File: src/rtl/multicycle_control_unit_if.sv
// ============================================================================
//  Module      : multicycle_control_unit_if
//  Description : Instruction/handshake inputs and datapath control outputs
//                shared between the multicycle control unit and its datapath.
//  Revision    : 1.0 - initial release
// ============================================================================
`default_nettype none

interface multicycle_control_unit_if #(
  parameter int OPCODE_W = 6,
  parameter int ALUOP_W  = 3,
  parameter int CNT_W    = 32
);
  logic [OPCODE_W-1:0] opcode;
  logic                in_valid;
  logic                out_ready;
  logic                resume;

  logic                pc_inc;
  logic                ir_write;
  logic [1:0]          register_dst;
  logic [1:0]          jump;
  logic [1:0]          mem_to_reg;
  logic                branch;
  logic                alu_src;
  logic                reg_write;
  logic                mem_write;
  logic                mem_read;
  logic [ALUOP_W-1:0]  alu_op;
  logic                halt;
  logic                input_flag;
  logic                output_flag;
  logic [CNT_W-1:0]    instr_count;

  // Datapath side: supplies the instruction and handshakes, consumes controls
  modport master (
    output opcode, in_valid, out_ready, resume,
    input  pc_inc, ir_write, register_dst, jump, mem_to_reg, branch,
           alu_src, reg_write, mem_write, mem_read, alu_op, halt,
           input_flag, output_flag, instr_count
  );

  // Control unit side
  modport slave (
    input  opcode, in_valid, out_ready, resume,
    output pc_inc, ir_write, register_dst, jump, mem_to_reg, branch,
           alu_src, reg_write, mem_write, mem_read, alu_op, halt,
           input_flag, output_flag, instr_count
  );
endinterface

`default_nettype wire

File: src/rtl/multicycle_control_unit.sv
// ============================================================================
//  Module      : multicycle_control_unit
//  Description : Multicycle CPU control FSM (fetch/decode/execute/mem/wb plus
//                I/O wait and halt states). Optional retired-instruction
//                counter enabled by macro CU_PERF_COUNT_EN.
//  Revision    : 1.0 - initial release
// ============================================================================
`default_nettype none

module multicycle_control_unit #(
  parameter int OPCODE_W = 6,
  parameter int ALUOP_W  = 3,
  parameter int CNT_W    = 32
) (
  input  wire logic                  clock,
  input  wire logic                  reset,
  multicycle_control_unit_if.slave   bus
);

  localparam logic [OPCODE_W-1:0] c_OP_R    = OPCODE_W'(0);
  localparam logic [OPCODE_W-1:0] c_OP_LW   = OPCODE_W'(1);
  localparam logic [OPCODE_W-1:0] c_OP_SW   = OPCODE_W'(2);
  localparam logic [OPCODE_W-1:0] c_OP_ADDI = OPCODE_W'(3);
  localparam logic [OPCODE_W-1:0] c_OP_SUBI = OPCODE_W'(4);
  localparam logic [OPCODE_W-1:0] c_OP_BEQ  = OPCODE_W'(5);
  localparam logic [OPCODE_W-1:0] c_OP_J    = OPCODE_W'(9);
  localparam logic [OPCODE_W-1:0] c_OP_JR   = OPCODE_W'(10);
  localparam logic [OPCODE_W-1:0] c_OP_JAL  = OPCODE_W'(11);
  localparam logic [OPCODE_W-1:0] c_OP_IN   = OPCODE_W'(12);
  localparam logic [OPCODE_W-1:0] c_OP_OUT  = OPCODE_W'(13);
  localparam logic [OPCODE_W-1:0] c_OP_HALT = {OPCODE_W{1'b1}};

  typedef enum logic [2:0] {
    FETCH     = 3'd0,
    DECODE    = 3'd1,
    EXECUTE   = 3'd2,
    MEM       = 3'd3,
    WRITEBACK = 3'd4,
    WAIT_IN   = 3'd5,
    WAIT_OUT  = 3'd6,
    HALTED    = 3'd7
  } state_t;

  state_t              r_state;
  state_t              w_next;
  logic [OPCODE_W-1:0] r_opcode;

  logic               w_pc_inc;
  logic               w_ir_write;
  logic [1:0]         w_register_dst;
  logic [1:0]         w_jump;
  logic [1:0]         w_mem_to_reg;
  logic               w_branch;
  logic               w_alu_src;
  logic               w_reg_write;
  logic               w_mem_write;
  logic               w_mem_read;
  logic [ALUOP_W-1:0] w_alu_op;
  logic               w_halt;
  logic               w_input_flag;
  logic               w_output_flag;

  always_ff @(posedge clock) begin
    if (!reset) begin
      r_state  <= FETCH;
      r_opcode <= '0;
    end else begin
      r_state <= w_next;
      if (r_state == DECODE) begin
        r_opcode <= bus.opcode;
      end
    end
  end

  always_comb begin
    w_next         = r_state;
    w_pc_inc       = 1'b0;
    w_ir_write     = 1'b0;
    w_register_dst = 2'b00;
    w_jump         = 2'b00;
    w_mem_to_reg   = 2'b00;
    w_branch       = 1'b0;
    w_alu_src      = 1'b0;
    w_reg_write    = 1'b0;
    w_mem_write    = 1'b0;
    w_mem_read     = 1'b0;
    w_alu_op       = '0;
    w_halt         = 1'b0;
    w_input_flag   = 1'b0;
    w_output_flag  = 1'b0;

    case (r_state)
      FETCH: begin
        w_ir_write = 1'b1;
        w_pc_inc   = 1'b1;
        w_next     = DECODE;
      end

      DECODE: begin
        w_next = EXECUTE;
      end

      EXECUTE: begin
        // Unlisted opcodes fall through to default and retire as a NOP
        case (r_opcode)
          c_OP_R: begin
            w_alu_op       = ALUOP_W'(3'b100);
            w_register_dst = 2'b01;
            w_next         = WRITEBACK;
          end
          c_OP_LW, c_OP_SW: begin
            w_alu_src = 1'b1;
            w_next    = MEM;
          end
          c_OP_ADDI: begin
            w_alu_src = 1'b1;
            w_next    = WRITEBACK;
          end
          c_OP_SUBI: begin
            w_alu_src = 1'b1;
            w_alu_op  = ALUOP_W'(3'b001);
            w_next    = WRITEBACK;
          end
          c_OP_BEQ: begin
            w_alu_op = ALUOP_W'(3'b011);
            w_branch = 1'b1;
            w_next   = FETCH;
          end
          c_OP_J, c_OP_JR: begin
            w_jump = (r_opcode == c_OP_JR) ? 2'b10 : 2'b01;
            w_next = FETCH;
          end
          c_OP_JAL: begin
            w_jump = 2'b01;
            w_next = WRITEBACK;
          end
          c_OP_IN:   w_next = WAIT_IN;
          c_OP_OUT:  w_next = WAIT_OUT;
          c_OP_HALT: w_next = HALTED;
          default:   w_next = FETCH;
        endcase
      end

      MEM: begin
        // Address computation stays on the ALU while memory is accessed
        w_alu_src = 1'b1;
        if (r_opcode == c_OP_LW) begin
          w_mem_read = 1'b1;
          w_next     = WRITEBACK;
        end else begin
          w_mem_write = 1'b1;
          w_next      = FETCH;
        end
      end

      WRITEBACK: begin
        w_reg_write = 1'b1;
        if (r_opcode == c_OP_LW) begin
          w_mem_to_reg = 2'b01;
        end else if (r_opcode == c_OP_JAL) begin
          w_mem_to_reg   = 2'b10;
          w_register_dst = 2'b10;
        end
        w_next = FETCH;
      end

      WAIT_IN: begin
        w_input_flag = 1'b1;
        if (bus.in_valid) begin
          w_reg_write  = 1'b1;
          w_mem_to_reg = 2'b11;
          w_next       = FETCH;
        end
      end

      WAIT_OUT: begin
        w_output_flag = 1'b1;
        if (bus.out_ready) begin
          w_next = FETCH;
        end
      end

      HALTED: begin
        w_halt = 1'b1;
        if (bus.resume) begin
          w_next = FETCH;
        end
      end

      default: w_next = FETCH;
    endcase

    // Reset is synchronous, so the outputs must be masked while it is held
    if (!reset) begin
      w_pc_inc       = 1'b0;
      w_ir_write     = 1'b0;
      w_register_dst = 2'b00;
      w_jump         = 2'b00;
      w_mem_to_reg   = 2'b00;
      w_branch       = 1'b0;
      w_alu_src      = 1'b0;
      w_reg_write    = 1'b0;
      w_mem_write    = 1'b0;
      w_mem_read     = 1'b0;
      w_alu_op       = '0;
      w_halt         = 1'b0;
      w_input_flag   = 1'b0;
      w_output_flag  = 1'b0;
    end
  end

  assign bus.pc_inc       = w_pc_inc;
  assign bus.ir_write     = w_ir_write;
  assign bus.register_dst = w_register_dst;
  assign bus.jump         = w_jump;
  assign bus.mem_to_reg   = w_mem_to_reg;
  assign bus.branch       = w_branch;
  assign bus.alu_src      = w_alu_src;
  assign bus.reg_write    = w_reg_write;
  assign bus.mem_write    = w_mem_write;
  assign bus.mem_read     = w_mem_read;
  assign bus.alu_op       = w_alu_op;
  assign bus.halt         = w_halt;
  assign bus.input_flag   = w_input_flag;
  assign bus.output_flag  = w_output_flag;

`ifdef CU_PERF_COUNT_EN
  logic             w_retire;
  logic [CNT_W-1:0] r_count;

  // Leaving HALTED does not retire anything; FETCH never loops to itself
  assign w_retire = (w_next == FETCH) && (r_state != FETCH) && (r_state != HALTED);

  always_ff @(posedge clock) begin
    if (!reset) begin
      r_count <= '0;
    end else if (w_retire) begin
      r_count <= r_count + CNT_W'(1);
    end
  end

  assign bus.instr_count = r_count;
`else
  assign bus.instr_count = {CNT_W{1'b0}};
`endif

endmodule

`default_nettype wire

File: src/flat_wrapper.sv
// flat-port wrapper written by rule: the top's interface ports become plain ports
module multicycle_control_unit_flat 
#(
  parameter int OPCODE_W = 6,
  parameter int ALUOP_W  = 3,
  parameter int CNT_W    = 32
)
  (clock, reset, bus_opcode, bus_in_valid, bus_out_ready, bus_resume, bus_pc_inc, bus_ir_write, bus_register_dst, bus_jump, bus_mem_to_reg, bus_branch, bus_alu_src, bus_reg_write, bus_mem_write, bus_mem_read, bus_alu_op, bus_halt, bus_input_flag, bus_output_flag, bus_instr_count);
  multicycle_control_unit_if #(.OPCODE_W(OPCODE_W), .ALUOP_W(ALUOP_W), .CNT_W(CNT_W)) bus_i ();
  input  wire logic clock;
  input  wire logic reset;
  input wire logic [$bits(bus_i.opcode)-1:0] bus_opcode;
  input wire logic [$bits(bus_i.in_valid)-1:0] bus_in_valid;
  input wire logic [$bits(bus_i.out_ready)-1:0] bus_out_ready;
  input wire logic [$bits(bus_i.resume)-1:0] bus_resume;
  output wire logic [$bits(bus_i.pc_inc)-1:0] bus_pc_inc;
  output wire logic [$bits(bus_i.ir_write)-1:0] bus_ir_write;
  output wire logic [$bits(bus_i.register_dst)-1:0] bus_register_dst;
  output wire logic [$bits(bus_i.jump)-1:0] bus_jump;
  output wire logic [$bits(bus_i.mem_to_reg)-1:0] bus_mem_to_reg;
  output wire logic [$bits(bus_i.branch)-1:0] bus_branch;
  output wire logic [$bits(bus_i.alu_src)-1:0] bus_alu_src;
  output wire logic [$bits(bus_i.reg_write)-1:0] bus_reg_write;
  output wire logic [$bits(bus_i.mem_write)-1:0] bus_mem_write;
  output wire logic [$bits(bus_i.mem_read)-1:0] bus_mem_read;
  output wire logic [$bits(bus_i.alu_op)-1:0] bus_alu_op;
  output wire logic [$bits(bus_i.halt)-1:0] bus_halt;
  output wire logic [$bits(bus_i.input_flag)-1:0] bus_input_flag;
  output wire logic [$bits(bus_i.output_flag)-1:0] bus_output_flag;
  output wire logic [$bits(bus_i.instr_count)-1:0] bus_instr_count;
  assign bus_i.opcode = bus_opcode;
  assign bus_i.in_valid = bus_in_valid;
  assign bus_i.out_ready = bus_out_ready;
  assign bus_i.resume = bus_resume;
  assign bus_pc_inc = bus_i.pc_inc;
  assign bus_ir_write = bus_i.ir_write;
  assign bus_register_dst = bus_i.register_dst;
  assign bus_jump = bus_i.jump;
  assign bus_mem_to_reg = bus_i.mem_to_reg;
  assign bus_branch = bus_i.branch;
  assign bus_alu_src = bus_i.alu_src;
  assign bus_reg_write = bus_i.reg_write;
  assign bus_mem_write = bus_i.mem_write;
  assign bus_mem_read = bus_i.mem_read;
  assign bus_alu_op = bus_i.alu_op;
  assign bus_halt = bus_i.halt;
  assign bus_input_flag = bus_i.input_flag;
  assign bus_output_flag = bus_i.output_flag;
  assign bus_instr_count = bus_i.instr_count;
  multicycle_control_unit #(.OPCODE_W(OPCODE_W), .ALUOP_W(ALUOP_W), .CNT_W(CNT_W)) u_core (.clock(clock), .reset(reset), .bus(bus_i));
endmodule
File: config.mk
export PLATFORM = sky130hd
export DESIGN_NAME = multicycle_control_unit_flat
export DESIGN_NICKNAME = d
export VERILOG_FILES = /design/src/rtl/multicycle_control_unit_if.sv /design/src/rtl/multicycle_control_unit.sv /design/src/flat_wrapper.sv
export SDC_FILE = /design/constraint.sdc
export NUM_CORES = 1
export LEC_CHECK = 0
export ABC_AREA = 1
export ABC_CLOCK_PERIOD_IN_PS = 3600
export CORE_MARGIN = 2
export CORE_UTILIZATION = 39
export DETAILED_ROUTE_END_ITERATION = 8
export PLACE_DENSITY_LB_ADDON = 0.15
export SLEW_MARGIN = 10
export SYNTH_ARGS = -nofsm -noshare
export SYNTH_HDL_FRONTEND = slang
export SYNTH_SLANG_ARGS = --single-unit
File: constraint.sdc
create_clock -name clock -period 3.6 [get_ports clock]
set_input_delay 1.08 -clock clock [delete_from_list [all_inputs] [get_ports clock]]
set_output_delay 1.08 -clock clock [all_outputs]
set_load 0.02 [all_outputs]
### Yosys cells after proc, flatten, opt, wreduce, memory -nomap -nowiden

Cells that the tools add are included.

* mux-type cells: 45
* equal/unequal tests: 21
* reductions and logical operators: 7

Operators by type and width (count)
* equality test 6 x 4 -> 1 bit (second input constant): 5
* one-hot mux 3 bit (8 select lines): 1
* two-way mux 1 bit: 22
* two-way mux 2 bit: 9
* two-way mux 3 bit: 6
* one-hot mux 3 bit (5 select lines): 1
* equality test 3 bit (second input constant): 4
* equality test 6 x 2 -> 1 bit (second input constant): 2
* equality test 6 x 3 -> 1 bit (second input constant): 2
* one-hot mux 2 bit (2 select lines): 3
* one-hot mux 3 bit (3 select lines): 1
* OR reduction 4 bit: 2
* equality test 3 x 2 -> 1 bit (second input constant): 2
* equality test 6 x 1 -> 1 bit (second input constant): 1
* equality test 6 bit (second input constant): 1
* zero test 6 bit: 1
* inequality test 2 bit (second input constant): 3
* one-hot mux 1 bit (2 select lines): 2
* OR reduction 2 bit: 2
* equality test 3 x 1 -> 1 bit (second input constant): 1
* zero test 3 bit: 1
* AND reduction 3 bit: 1

* register bits after elaboration: 9
* output and inout port bits: 51

### Depth between registers and ports, before layout

* word-level depth: 5
* gate-level depth with buffers: 10

### Worst setup path before layout

No wires, ideal clock.

* kind: input to output
* start point: in reset
* end point: out bus_alu_op[1]
* buffers on the path: 2
* data arrival time: 2.144 ns
* data required time: 2.520 ns
* path slack: 0.376 ns
* cell stages on the path: 4
* cells stage by stage: buf_2 > nand2_1 > nor3_1 > buf_4

* longest elaborated chain between the ends: 1

RTL lines
* start, declared: RTL line flat_wrapper.sv:11 `input wire logic reset;`
* two-way mux 3 bit: RTL line multicycle_control_unit.sv:194 `if (!reset) begin`
* end, declared: RTL line flat_wrapper.sv:26 `output wire logic [$bits(bus_i.alu_op)-1:0] bus_alu_op;`

No other way between the ends.

### Worst setup path after layout

* start point: in reset
* end point: out bus_jump[1]

* longest elaborated chain between the ends: 1

RTL lines
* two-way mux 2 bit: RTL line multicycle_control_unit.sv:194
* end, declared: RTL line flat_wrapper.sv:19 `output wire logic [$bits(bus_i.jump)-1:0] bus_jump;`

No other way between the ends.

==> results summary <==
The synthesis-to-layout area growth is 25.1%. The first-pass iteration count of the detailed router is 4. The global-route congestion overflow total is 0.

The layout cell share with drive strength beyond 1 came out at 0.0963. The final setup skew is about 0.00038 ns. The number of DRC violations after detailed routing is 0.

The Yosys warning count came out at 0. The critical path arrival came out at about 2.3 ns. For this block, the initial DRC count from the detailed router was 17. The worst supply voltage drop on vdd is 176 µV.

The global-route usage over all layers is 0.145. The count of endpoints failing setup in the final report is 0. After detailed routing, the total wire length is around 1900 µm. Leaving out fill and tap cells, the most frequent cell in the layout is sky130_fd_sc_hd__conb_1. The signal on the critical path passes through clkdlybuf4s50_1, nand2_1, nor4_1, dlygate4sd2_1. Yosys attributes the largest share of cell area to sky130_fd_sc_hd__buf_4 28%, sky130_fd_sc_hd__dfxtp_1 19%, sky130_fd_sc_hd__nor2_1 10%, sky130_fd_sc_hd__nand2_1 7.6%, sky130_fd_sc_hd__nand3_1 6.9%. The final routed wire length divided by cell count is 8.84 µm. The number of top-level pins came out at 62. Setup repair after global routing left no endpoint under its margin. The first global-routing pass estimated just under 3000 µm of wire. The die span in x came out at around 53 µm. The number of nets with antenna violations after detailed routing is 0. The most critical setup path has its startpoint at reset. The path type of the worst setup path is primary input to output port.

The max-cap check violation count came out at 0. The area share of the largest cell type after synthesis came out at 0.279. The instance area at placement came out at ~1200 µm². The leakage power total is 0.705 nW. The worst hold-check path type is flop to flop. Dividing the final minimum period by the clock period gives 0.946. The worst hold path begins at u_core.r_opcode[5]. The initial antenna violation count is 0. The number of levels in the clock H-tree is 1. The die covers approximately 2800 µm².

The required time of the critical path came out at approximately 2.5 ns. The post-synthesis cell type count is 20. The highest net fanout along the worst path came out at 6. The clock edge transition at the registers on the reported setup and hold paths came out at 0.06 ns. The net count reported at finish is 199. The count of input and output buffers is 29. The number of buffers and inverters on the critical path came out at 2.

TritonCTS built the clock tree. The biggest area contributor in the post-synthesis netlist is sky130_fd_sc_hd__buf_4. The flow ran to the end, and the final reports show no timing, DRC or antenna violations. The total inserted antenna cells is 0.

STA classifies the critical path endpoint as an output port. The clock drives 9 sinks. The via count of the first global-routing pass came out at between 700 and 800.

The stage delay of the slowest cell on the critical path is 0.51 ns. The total number of vias is just over 900. The mapped netlist covers around 940 µm². The number of instances in the synthesized netlist is 153.

The top cell types in the final layout, fill and taps aside, are 32 x sky130_fd_sc_hd__conb_1, 26 x sky130_fd_sc_hd__nor2_1, 19 x sky130_fd_sc_hd__nand2_1. The count of pins over their slew limit came to 0. The final cell utilization of the core came out at 0.522. The kind of start point of the critical path is a primary input. The cell row count came out at 17.

The register bit count reported by yosys came out at 9. The via count normalized by instance count came out at roughly 4.2. The power density of the placed cells is ~320 nW/µm². In this run the vertical extent of the chip is 53.1 µm. The initial core utilization came out at 0.417. The area of the core came out at roughly 2300 µm².

The maximum clock path buffer count is 2. The final-report hold violation count came to 0. The kind of cell with the highest combined delay on the critical path is buffers and inverters. The final HPWL from detailed placement is roughly 1600 µm. The reg-to-reg critical path startpoint is u_core.r_state[0]. Entering global routing, the biggest net connects 14 pins. After layout, the minimum clock period comes to about 3.4 ns. The highest clock frequency the design can meet is between 0.2 and 0.3 GHz. The register area share after synthesis came out at 0.191. The accumulated negative setup slack is 0 ns. The clock reaches the later pin of the worst-skew pair after between 0.2 and 0.3 ns.

The number of clock buffers inserted by TritonCTS is 3. The tree is rooted in a sky130_fd_sc_hd__clkbuf_4. The largest individual stage delay along the critical path comes from the cell sky130_fd_sc_hd__clkdlybuf4s50_1. The congestion estimate from routability-driven global placement came to roughly 0.79. Once the clock tree was built, the setup fixing pass inserted 0 buffers.

The mean instance size in the synthesized netlist came out at just over 6 µm². The post-route cell area is between 1000 and 1500 µm².
==> layout make-up <==
cell class / instances / area, µm²
fillers: 237 / 1080
multi-input cells: 121 / 542
repair buffers: 35 / 327
flip-flops and latches: 9 / 180
inverters: 18 / 67.6
well taps: 28 / 35.0
clock buffers: 4 / 26.3
==> through the flow <==
step                total power, mW  hold WS, ns  setup slack (ns)  instances
floorplan                     0.290        0.469             0.376        184
global placement              0.304        0.483           -0.0873        211
detailed placement            0.307        0.483            -0.122        211
CTS                           0.383        0.492            0.0290        215
global route                  0.412        0.522            0.0837        215
finish                        0.377        0.495             0.196        215
==> per-layer routing <==
layer,share of wire,wire (µm),vias up,GRT usage
li1,-,-,487,-
met1,0.42,805,376,0.188
met2,0.47,902,45,0.223
met3,0.095,180,2,0.0311
met4,0.0074,14,0,0.0769
met5,0,0,-,0
==> path summary, 6_finish.rpt <==
kind	slack [ns]	to	depth (start not counted)
max	0.20	bus_jump[1]	4
min	0.49	u_core.r_opcode[5]	2
max reg2reg	2.27	u_core.r_opcode[4]	3
min reg2reg	0.49	u_core.r_opcode[5]	2
==> power by group <==
part / internal (mW) / switching, mW
combinational: 0.0536 / 0.114
clock: 0.0425 / 0.0317
sequential: 0.115 / 0.0192
total: 0.212 / 0.165
==> state kept, by name, summed over array words and instances (netlist names) <==
name and count:
u_core.r_opcode 6, u_core.r_state 3
==> worst register-to-register path: stages (launching register included) <==
cell                      delay, ns
sky130_fd_sc_hd__dfxtp_1       0.47
sky130_fd_sc_hd__nand3_1       0.36
sky130_fd_sc_hd__o21ai_0       0.30
sky130_fd_sc_hd__a21oi_1       0.08
==> cell usage after synthesis, drive strengths merged <==
| master | count |
|---|---|
| a21oi | 6 |
| a31oi | 1 |
| buf | 36 |
| conb | 1 |
| dfxtp | 9 |
| inv | 18 |
| nand2 | 20 |
| nand3 | 13 |
| nor2 | 30 |
| nor3 | 7 |
| nor4 | 1 |
| o21a | 1 |
| o21ai | 10 |
==> repair_timing <==
action,CTS,global route
setup endpoints to repair,15,4
hold buffers,0,0
gates resized for setup,15,4
==> kinds of logic after synthesis <==
logic type,synth area share
compound gates,0.0997
buf+inv,0.356
flops,0.191
other cells,0.00399
simple gates,0.348
Power figures use the tool's default switching activity.
